<file path="config.mk">
export PLATFORM = sky130hd
export DESIGN_NAME = pipe_stage_reg
export DESIGN_NICKNAME = d
export VERILOG_FILES = /design/src/rtl/core_pipe_pkg.sv /design/src/rtl/pipe_stall_counter.sv /design/src/rtl/pipe_stage_reg.sv
export SDC_FILE = /design/constraint.sdc
export NUM_CORES = 1
export LEC_CHECK = 0
export CORE_ASPECT_RATIO = 1.4
export CORE_MARGIN = 5
export CORE_UTILIZATION = 47
export DETAILED_ROUTE_END_ITERATION = 16
export PLACE_DENSITY_LB_ADDON = 0.25
export SLEW_MARGIN = 20
export SYNTH_ARGS = -nofsm -noshare
export SYNTH_HDL_FRONTEND = slang
export SYNTH_HIERARCHICAL = 1
export SYNTH_SLANG_ARGS = --single-unit
</file>
<file path="constraint.sdc">
create_clock -name clk -period 3.34 [get_ports clk]
set_input_delay 0.835 -clock clk [delete_from_list [all_inputs] [get_ports clk]]
set_output_delay 0.835 -clock clk [all_outputs]
set_load 0.01 [all_outputs]
</file>
<file path="src/rtl/core_pipe_pkg.sv">
// Shared pipeline definitions: payload layouts and
// stage-register state encoding for the 5-stage core.
package core_pipe_pkg;

    typedef enum logic [1:0] {
        ST_EMPTY = 2'd0,
        ST_FULL  = 2'd1,
        ST_SKID  = 2'd2
    } pipe_state_e;

    localparam int XLEN = 32;

    // ID/EX payload, LSB first: dst, reg2, val2, val1,
    // mem_w, mem_r, branch, ex_cmd, wb_en, pc.
    localparam int DST_LSB    = 0;
    localparam int DST_W      = 5;
    localparam int REG2_LSB   = DST_LSB + DST_W;
    localparam int VAL2_LSB   = REG2_LSB + XLEN;
    localparam int VAL1_LSB   = VAL2_LSB + XLEN;
    localparam int MEM_W_BIT  = VAL1_LSB + XLEN;
    localparam int MEM_R_BIT  = MEM_W_BIT + 1;
    localparam int BRANCH_BIT = MEM_R_BIT + 1;
    localparam int EX_CMD_LSB = BRANCH_BIT + 1;
    localparam int EX_CMD_W   = 4;
    localparam int WB_EN_BIT  = EX_CMD_LSB + EX_CMD_W;
    localparam int PC_LSB     = WB_EN_BIT + 1;
    localparam int ID_EX_W    = PC_LSB + XLEN;

    // EX/MEM: pc, wb_en, mem_r, mem_w, alu, store data, dst.
    localparam int EX_MEM_W = XLEN + 3 + XLEN + XLEN + DST_W;

    // MEM/WB: wb_en, mem_r, alu, load data, dst.
    localparam int MEM_WB_W = 2 + XLEN + XLEN + DST_W;

endpackage

</file>
<file path="src/rtl/pipe_stall_counter.sv">
// Saturating performance counter with synchronous
// clear that wins over increment.
module pipe_stall_counter #(
    parameter int CNT_W = 16
) (
    input  logic             clk,
    input  logic             rst,
    input  logic             inc,
    input  logic             clr,
    output logic [CNT_W-1:0] cnt
);
    import core_pipe_pkg::*;

    localparam logic [CNT_W-1:0] ONE =
        {{(CNT_W-1){1'b0}}, 1'b1};
    localparam logic [CNT_W-1:0] MAX = {CNT_W{1'b1}};

    logic [CNT_W-1:0] cnt_q, cnt_d;

    // next count: clear, else saturating increment
    always_comb begin
        cnt_d = cnt_q;
        if (clr) begin
            cnt_d = '0;
        end else if (inc && (cnt_q != MAX)) begin
            cnt_d = cnt_q + ONE;
        end
    end

    // counter register
    always_ff @(posedge clk or posedge rst) begin
        if (rst) begin
            cnt_q <= '0;
        end else begin
            cnt_q <= cnt_d;
        end
    end

    assign cnt = cnt_q;

endmodule

</file>
<file path="src/rtl/pipe_stage_reg.sv">
// Generic valid/ready inter-stage register with optional
// 2-entry skid buffer, flush and stall counter.
module pipe_stage_reg #(
    parameter int DATA_W         = 32,
    parameter int SKID           = 0,
    parameter int CLEAR_ON_FLUSH = 1,
    parameter int CNT_W          = 16
) (
    input  logic              clk,
    input  logic              rst,
    input  logic              flush,
    input  logic              in_valid,
    output logic              in_ready,
    input  logic [DATA_W-1:0] in_data,
    output logic              out_valid,
    input  logic              out_ready,
    output logic [DATA_W-1:0] out_data,
    output logic [CNT_W-1:0]  stall_cnt,
    input  logic              stall_clr
);
    import core_pipe_pkg::*;

    pipe_state_e       state_q, state_d;
    logic [DATA_W-1:0] m_q, m_d;
    logic [DATA_W-1:0] s_q, s_d;
    logic              in_xfer;
    logic              out_xfer;

    assign out_valid = (state_q != ST_EMPTY);
    assign out_data  = m_q;
    assign in_xfer   = in_valid & in_ready;
    assign out_xfer  = out_valid & out_ready;

    // next state and payload moves; flush overrides all
    always_comb begin
        state_d = state_q;
        m_d     = m_q;
        s_d     = s_q;
        unique case (state_q)
            ST_EMPTY: begin
                if (in_xfer) begin
                    state_d = ST_FULL;
                    m_d     = in_data;
                end
            end
            ST_FULL: begin
                if (in_xfer && out_xfer) begin
                    m_d = in_data;
                end else if (in_xfer) begin
                    state_d = ST_SKID;
                    s_d     = in_data;
                end else if (out_xfer) begin
                    state_d = ST_EMPTY;
                end
            end
            ST_SKID: begin
                if (out_xfer) begin
                    state_d = ST_FULL;
                    m_d     = s_q;
                end
            end
            default: begin
                state_d = ST_EMPTY;
            end
        endcase
        if (flush) begin
            state_d = ST_EMPTY;
            if (CLEAR_ON_FLUSH != 0) begin
                m_d = '0;
                s_d = '0;
            end
        end
    end

    // state and payload registers
    always_ff @(posedge clk or posedge rst) begin
        if (rst) begin
            state_q <= ST_EMPTY;
            m_q     <= '0;
            s_q     <= '0;
        end else begin
            state_q <= state_d;
            m_q     <= m_d;
            s_q     <= s_d;
        end
    end

    if (SKID != 0) begin : g_skid
        logic rdy_q, rdy_d;

        // ready is a flop: low only while both entries hold
        always_comb begin
            rdy_d = (state_d != ST_SKID);
        end

        // registered ready, low through reset
        always_ff @(posedge clk or posedge rst) begin
            if (rst) begin
                rdy_q <= 1'b0;
            end else begin
                rdy_q <= rdy_d;
            end
        end

        assign in_ready = rdy_q;
    end else begin : g_noskid
        assign in_ready = !out_valid | out_ready;
    end

    pipe_stall_counter #(
        .CNT_W (CNT_W)
    ) u_stall_cnt (
        .clk (clk),
        .rst (rst),
        .inc (out_valid & ~out_ready),
        .clr (stall_clr),
        .cnt (stall_cnt)
    );

endmodule
</file>
==> metrics.json <==
{
  "status": {
    "result_of_the_run": "finished, final reports clean"
  },
  "clock_tree": {
    "cts.repair_timing.setup_buffer_count": 0,
    "clock-root-buffer": "clkbuf_16",
    "worst_skew_pair.late_latency_ns": 0.33,
    "clk_pin_slew_worst_paths_ns": 0.06,
    "inserted_clock_buffers": 9,
    "cts_hold_repair.buffers": 0,
    "tritoncts_num_sinks": 82,
    "cts-resized-gates": 0,
    "clk_path_buf_depth": 2,
    "htreeDepth": 3,
    "cts_tree": "done"
  },
  "yosys": {
    "synth_compound_gate_area_share_pct": 21.1,
    "synth-edff-count": 0,
    "syn_area_um2": 4020,
    "synth_mux_area_share_pct": 8.77,
    "post_synth_and_or_nand_nor_area_fraction_pct": 13.8,
    "fraction_of_synthesized_cell_area_taken_by_the_top_area_cell_type_pct": 51.0,
    "postSynthAreaPerCell_um2": 12.0,
    "synthCells": 336,
    "synthTopCellsByArea": "dfrtp_1, o31ai_2, mux2i_1",
    "main_combinational_cell_family_by_area_after_synthesis": "compound AO/OA/AOI/OAI gates",
    "synth_async_sr_flop_share_pct": 100,
    "sequential_to_total_area_share_from_yosys_stat_pct": 51.0,
    "post_synth_xor_area_fraction_pct": 0,
    "yosysUniqueCellTypes": 40,
    "flip_flop_cell_with_the_highest_count_after_synthesis": "dfrtp_1",
    "yosys.area.top_type": "dfrtp_1",
    "postSynthRegisterBits": 82,
    "yosys.area_share.adder_pct": 0.311,
    "syn_nets": 375,
    "ys_warn_count": 6
  },
  "die": {
    "ioPinCount": 88,
    "fp.dieW_um": 88.2,
    "die_y_um": 119,
    "start_util_pct": 47.6,
    "row_count": 40,
    "dieArea_um2": 10500,
    "fp.coreArea_um2": 8460
  },
  "route": {
    "avg_wl_per_cell_um": 18.0,
    "vias": 2979,
    "via_count_normalized_by_instance_count": 5.75,
    "remaining_antenna_violation_count": 0,
    "finalWirelength_um": 9320,
    "detail_route.drc_violations": 0,
    "drt_pre_antenna_iters": 4,
    "number_of_violations_reported_at_the_end_of_detailed_routing_iteration_0": 149
  },
  "worst_hold_path": {
    "hp-start": "s_q[21]$_DFFE_PP0P_",
    "worst_min_delay_path_category": "reg2reg",
    "worst_hold_path_cells": 1,
    "worst_hold_endpoint": "s_q[21]$_DFFE_PP0P_"
  },
  "cells_and_area": {
    "layout.cells.most_common_list": "clkdlybuf4s50_1, dfrtp_1, nor2b_1",
    "n_fill_cell": 716,
    "n_antenna_cell": 0,
    "syn2layout_area_growth_pct": 29.4,
    "proportion_of_layout_cells_with_a_drive_suffix_above_1_pct": 15.0,
    "num-nets-final": 447,
    "layout.cells.most_common": "clkdlybuf4s50_1"
  },
  "pwr": {
    "p_seq_share_pct": 44.3,
    "power.switching_fraction_pct": 22.2,
    "leakagePower_nw": 2.31,
    "power_frac_comb_pct": 11.3,
    "power.net_switching_w": 0.000526,
    "ir_worst_vdd_v": 0.000334,
    "power.share.clock_pct": 44.4,
    "internal_power_w": 0.00184,
    "power.density_nw_per_um2": 455
  },
  "timing": {
    "rsz_0062_raised_after_global_routing": "false",
    "final_max_slew_viol_count": 0,
    "worst-slew-pin-transition_ns": 1.09,
    "maxSlewHeadroom_pct": 27.6,
    "fin_tns_setup_ns": 0,
    "timing.fmax_ghz": 0.345,
    "layout_worst_path_cycle_share_pct": 86.7,
    "timing.final.hold_violations": 0,
    "fin_worst_hold_slack_ns": 0.498,
    "worst_clock_skew_ns": 0.00361,
    "report.final.setup_viol": 0,
    "finalWorstPathRequiredPeriod_ns": 2.90
  },
  "setup_path": {
    "r2r_setup_slack_ns": 1.12,
    "rr_worst_depth": 7,
    "r2r_start": "state_q[1]$_DFFE_PP0P_",
    "regToRegEndpoint": "u_stall_cnt/cnt[13]$_DFFE_PP0P_",
    "timing.critical_path.to_type": "output port",
    "cp_data_required_time_ns": 2.50,
    "cp_max_fo": 4,
    "worst-endpoint-arrival_ns": 2.06,
    "worstSetupStartpointType": "primary input",
    "worst-setup-path-type": "in2out"
  },
  "global_route": {
    "maximum_number_of_pins_on_one_net_before_global_route_repair": 67,
    "grt_pass1_vias": 3078,
    "wire_length_of_the_first_global_routing_pass_um": 15400,
    "grt-ovfl-total": 0,
    "global_route_usage_sum_pct": 18.6,
    "antenna_found_initial": 0
  },
  "placement": {
    "gp_congestion": 0.871,
    "io_buffer_count": 87,
    "place.detailed.hpwl_um": 6050
  },
  "run": {
    "drv.max_cap_violation_count": 0
  }
}
==> worst max path at each step <==
stage                     cells past startpoint                              end  slack [ns]       from
after floorplan                               1          out_data[0]$_DFFE_PP0P_        0.85        rst
after CTS                                     3                         in_ready        0.44  out_ready
after detailed placement                      7  u_stall_cnt/cnt[13]$_DFFE_PP0P_        0.26  out_ready
final                                         3                         in_ready        0.44  out_ready
after global routing                          3                         in_ready        0.41  out_ready
after global placement                        7  u_stall_cnt/cnt[13]$_DFFE_PP0P_        0.35  out_ready
==> layer usage <==
layer | part of all wire, % | routed length [um] | GRT usage [%]
met2 | 51 | 4760 | 29.9
met4 | 2.8 | 260 | 9.45
met5 | 0 | 0 | 0
met3 | 4.9 | 452 | 3.18
met1 | 41 | 3840 | 23.7
==> cell type report <==
class / instances / area [um^2] / area share [%]
flip-flops and latches: 82 / 2050 / 39.4
clock inverters: 2 / 60.1 / 1.15
repair buffers: 93 / 911 / 17.5
inverters: 6 / 22.5 / 0.433
multi-input cells: 216 / 1770 / 34.1
clock buffers: 14 / 254 / 4.88
well taps: 105 / 131 / 2.52
==> power by group through the flow <==
| stage | clock [W] | sequential [W] | combinational, W |
|---|---|---|---|
| 2_1_floorplan | 0 | 0.00108 | 0.000126 |
| 3_3_place_gp | 0 | 0.00107 | 0.000270 |
| 3_5_place_dp | 0 | 0.00107 | 0.000272 |
| 4_1_cts | 0.00107 | 0.00105 | 0.000273 |
| 5_1_grt | 0.00111 | 0.00105 | 0.000291 |
| 6_report | 0.00105 | 0.00105 | 0.000268 |
==> flip-flops by register name (all words and copies together), names as in the netlist <==
register	flops
out_data	32
s_q	32
state_q	2
u_stall_cnt/cnt	16
==> logic make-up (layout without fill, tap and decap cells) <==
logic type | count (synthesis) | in the layout
buf+inv | 38 | 115
simple gates | 88 | 88
flops | 82 | 82
compound gates | 92 | 92
mux | 35 | 35
fa+ha+maj | 1 | 1
==> synth_stat cells (2+ instances only) <==
master and n:
dfrtp_1 82, nor2b_1 36, mux2i_1 33, o2111ai_1 32, o31ai_2 30, clkbuf_1 15
a21oi_1 13, buf_2 7, nand3_1 7, o31ai_1 7, nand2_1 6, or3_1 6
or4_1 6, buf_6 5, inv_1 5, nor3_1 5, o21ai_0 5, nand2b_1 4
nand4_1 4, nor2_1 3, nor4_1 3, buf_4 2, mux2_2 2, o41ai_1 2
==> per-stage QoR <==
| step | setup slack, ns | instances | total power (W) | util, % | area, um^2 |
|---|---|---|---|---|---|
| floorplan | 0.850 | 336 | 0.00120 | - | 4020 |
| global placement | 0.354 | 502 | 0.00133 | 57.8 | 4890 |
| detailed placement | 0.261 | 502 | 0.00134 | 57.8 | 4890 |
| CTS | 0.435 | 518 | 0.00239 | 61.5 | 5200 |
| global route | 0.406 | 518 | 0.00245 | 61.5 | 5200 |
| finish | 0.443 | 518 | 0.00237 | 61.5 | 5200 |
==> critical path: stages <==
cell	delay (ns)
clkdlybuf4s50_1	0.54
nand2b_1	0.15
clkdlybuf4s50_1	0.54
No activity file was read; power rests on OpenSTA's default activity.
